## src/rtl/q1_pkg.sv

```systemverilog
// Shared encodings for the q1 five-state Moore machine.
// State codes are fixed so that benches can probe the register by value.
package q1_pkg;

  typedef enum logic [2:0] {
    S_A = 3'b000,
    S_B = 3'b001,
    S_C = 3'b010,
    S_D = 3'b011,
    S_E = 3'b100
  } state_t;

  localparam logic [1:0] IN_00 = 2'b00;
  localparam logic [1:0] IN_01 = 2'b01;
  localparam logic [1:0] IN_10 = 2'b10;
  localparam logic [1:0] IN_11 = 2'b11;

endpackage

```

## src/rtl/q1_fsm.sv

```systemverilog
// Five-state Moore FSM (A..E) stepped by a 2-bit code; out flags residence in E.
// Synchronous active-high reset returns to A; unused state codes recover to A.
module q1_fsm
  import q1_pkg::*;
(
  input  logic       clk,
  input  logic       reset,
  input  logic [1:0] in,
  output logic       out
);

  state_t present_state;
  state_t next_state;

  always_ff @(posedge clk) begin
    if (reset) begin
      present_state <= S_A;
    end else begin
      present_state <= next_state;
    end
  end

  // Unmatched input codes (including X/Z) fall through to the hold default.
  always_comb begin
    next_state = present_state;
    case (present_state)
      S_A: begin
        case (in)
          IN_01:   next_state = S_B;
          IN_10:   next_state = S_D;
          IN_11:   next_state = S_A;
          IN_00:   next_state = S_A;
          default: next_state = present_state;
        endcase
      end
      S_B: begin
        case (in)
          IN_00:   next_state = S_A;
          default: next_state = present_state;
        endcase
      end
      S_C: begin
        case (in)
          IN_01:   next_state = S_E;
          IN_11:   next_state = S_B;
          default: next_state = present_state;
        endcase
      end
      S_D: begin
        case (in)
          IN_00:   next_state = S_C;
          default: next_state = present_state;
        endcase
      end
      S_E: begin
        case (in)
          IN_11:   next_state = S_D;
          default: next_state = present_state;
        endcase
      end
      default: next_state = S_A;
    endcase
  end

  assign out = (present_state == S_E);

endmodule

```

## config.mk

```make
export PLATFORM = sky130hd
export DESIGN_NAME = q1_fsm
export DESIGN_NICKNAME = d
export VERILOG_FILES = /design/src/rtl/q1_pkg.sv /design/src/rtl/q1_fsm.sv
export SDC_FILE = /design/constraint.sdc
export NUM_CORES = 1
export LEC_CHECK = 0
export ABC_AREA = 1
export CAP_MARGIN = 10
export CORE_AREA = 5 5 42 44
export DETAILED_ROUTE_END_ITERATION = 10
export DIE_AREA = 0 0 47 49
export GPL_TIMING_DRIVEN = 0
export SLEW_MARGIN = 0
export SYNTH_ARGS = -nofsm -noshare
export SYNTH_HDL_FRONTEND = slang
export SYNTH_SLANG_ARGS = --single-unit
```

## constraint.sdc

```tcl
create_clock -name clk -period 1.26 [get_ports clk]
set_input_delay 0.189 -clock clk [delete_from_list [all_inputs] [get_ports clk]]
set_output_delay 0.189 -clock clk [all_outputs]
set_load 0.01 [all_outputs]
```

==> run summary <==
R2R setup slack -> 0.21 ns
gr usage total -> 5.556%
Min Clock Period, post-route -> 1.137 ns
critical path type -> reg -> out
Worst-Skew Late Latency -> 0.23 ns
clk_skew -> 0.001642 ns
DRC Markers -> 0
Tcrit/Tclk final -> 90.26%
area delta synth->final -> 28.83%
1st-iter DRT viols -> 3
Worst VDD drop -> 577.1 µV
commonest non-fill, non-tap cells in the layout -> nand2_1 (6), nor2_1 (6), inv_1 (5), ha_1 (4)
H-tree levels -> 1
area leader, netlist -> dfxtp_1
DR vias -> 254
Final WS setup -> 0.1227 ns
max reg flops -> 3
outcome -> finished clean
vias in the first global route -> 247
worst-path fanout max -> 5
top cell type's share of synthesized area -> 21.62%
Die ar. -> 0.002303 mm²
First-pass DRT Iterations -> 3
worst slew pin tran -> 0.1833 ns
power density cells -> 2058 mW/mm²
Min-Delay Path Class -> reg -> reg
Post-Syn Nets -> 48
Slew Limit Headroom -> 87.65%
top cells by area, synth -> dfxtp_1 (22%), ha_1 (18%), nand3_2 (11%)
Final Net Count -> 57
Avg WL per Cell -> 7.594 µm
io pins -> 5
Worst setup SP type -> flop
DIE HEIGHT -> 49 µm
Finished Layout Cells -> 64
Initial Util -> 19.82%
Top Registers -> present_state x3
post-route ant nets -> 0
antenna diode count -> 0
Leak -> 0.1833 nW
Buffers on Ports -> 4
Mapped Area -> 277.8 µm²
Final Hold Fails -> 0
post-synthesis sequential area ratio -> 21.62%
RePlAce Congestion -> 0.6997
synth unique cells -> 14
total core area -> 0.001401 mm²
TritonCTS buffer count -> 3
Syn Inst Count -> 40
worst hold slack -> 0.5684 ns
dpl ws -> -0.3299 ns
Finished Cell Area -> 357.8 µm²
initial antenna violation count -> 0
RSZ-0062 raised after global routing -> false
clock buffer depth -> 2
fill count -> 167
layout cells sized above 1 -> 29.17%
first-pass GRT wire length -> 890 µm
clk root buf -> clkbuf_4
Worst-path clk slew -> 0.04 ns
CTS sink count -> 3
CP required -> 1.07 ns
final WL -> 486 µm
via density per instance -> 3.969
MaxCap Viol Count -> 0
arrival time of the worst setup path -> 0.95 ns
Site Rows -> 14
Ys Warns -> 0
Placed Cells -> 60
count of pins over their slew limit -> 0
total gr overflow -> 0
final setup vio count -> 0
Post-DP HPWL -> 419.7 µm
placed instance area -> 337.8 µm²
Worst setup EP type -> output port
fmax -> 879.3 MHz
Largest Register -> present_state
largest net degree at the start of global routing -> 6
synthesized flop and latch total -> 3
die span in x -> 47 µm
CTS tree -> yes
syn_area_per_cell -> 6.944 µm²
==> cell families (layout without fill, tap and decap cells) <==
group	Yosys count	after routing	share of synthesized area [%]
AO/OA/AOI/OAI	4	4	7.204
buffers and inverters	7	15	9.461
AND/OR/NAND/NOR	22	22	43.69
flip-flops	3	3	21.62
adder cells (fa/ha/maj)	4	4	18.02
==> final cells by class <==
class	count	area, µm²	share of cell area [%]
clock buffers	4	26.28	7.343
inverters	7	26.28	7.343
multi-input cells	30	191.4	53.50
flip-flops and latches	3	61.31	17.13
well taps	16	20.02	5.594
repair buffers	4	32.53	9.091
==> path summary, 6_finish.rpt <==
kind,start,end,cells past startpoint
worst min-delay path,present_state[1],present_state[1],4
worst max register to register,present_state[1],present_state[2],6
worst min register to register,present_state[1],present_state[1],4
worst max-delay path,present_state[2],out,3
==> metal layers <==
layer	up-vias	share of wire [%]	global-route usage, %
li1	140	-	-
met1	110	49	5.908
met2	4	44	7.692
met3	0	6.2	4.428
met4	0	0	2.765
met5	-	0	0
==> what timing repair did <==
action                     4_1_cts  5_1_grt
setup endpoints to repair        4        1
buffers inserted                 0        0
cloned                           0        0
hold buffers                     0        0
resized for setup                5        1
pin swaps                        0        0
==> synthesized netlist by cell type <==
| cell type | n |
|---|---|
| inv_1 | 5 |
| dfxtp_1 | 3 |
| nand2_1 | 6 |
| ha_1 | 4 |
| nand3b_2 | 1 |
| nor2_1 | 6 |
| o21ai_1 | 1 |
| o21ai_0 | 3 |
| nor2_2 | 3 |
| nor3_1 | 1 |
| and2_1 | 1 |
| inv_2 | 2 |
| nand3_1 | 1 |
| nand3_2 | 3 |
==> where the power goes <==
part / leakage, nW / total [W] / internal (W) / switching, W
Sequential: 0.0252 / 0.000208 / 0.000145 / 0.0000632
Combinational: 0.143 / 0.000365 / 0.000148 / 0.000217
Clock: 0.0150 / 0.000163 / 0.000118 / 0.0000451
==> metrics by stage <==
| stage | util (%) | TNS (ns) | total power, W |
|---|---|---|---|
| after floorplan | - | 0 | 0.0004953 |
| after global placement | 24.11 | -0.9666 | 0.0005819 |
| after detailed placement | 24.11 | -0.9885 | 0.0005831 |
| after CTS | 25.89 | 0 | 0.0007569 |
| after global routing | 25.54 | 0 | 0.0008421 |
| final | 25.54 | 0 | 0.0007364 |
==> critical path, stage by stage, from the launching register on <==
cell and delay, ns:
dfxtp_2 0.37, inv_2 0.06, nor3_1 0.13, clkbuf_2 0.16
(Power assumes the default switching activity.)
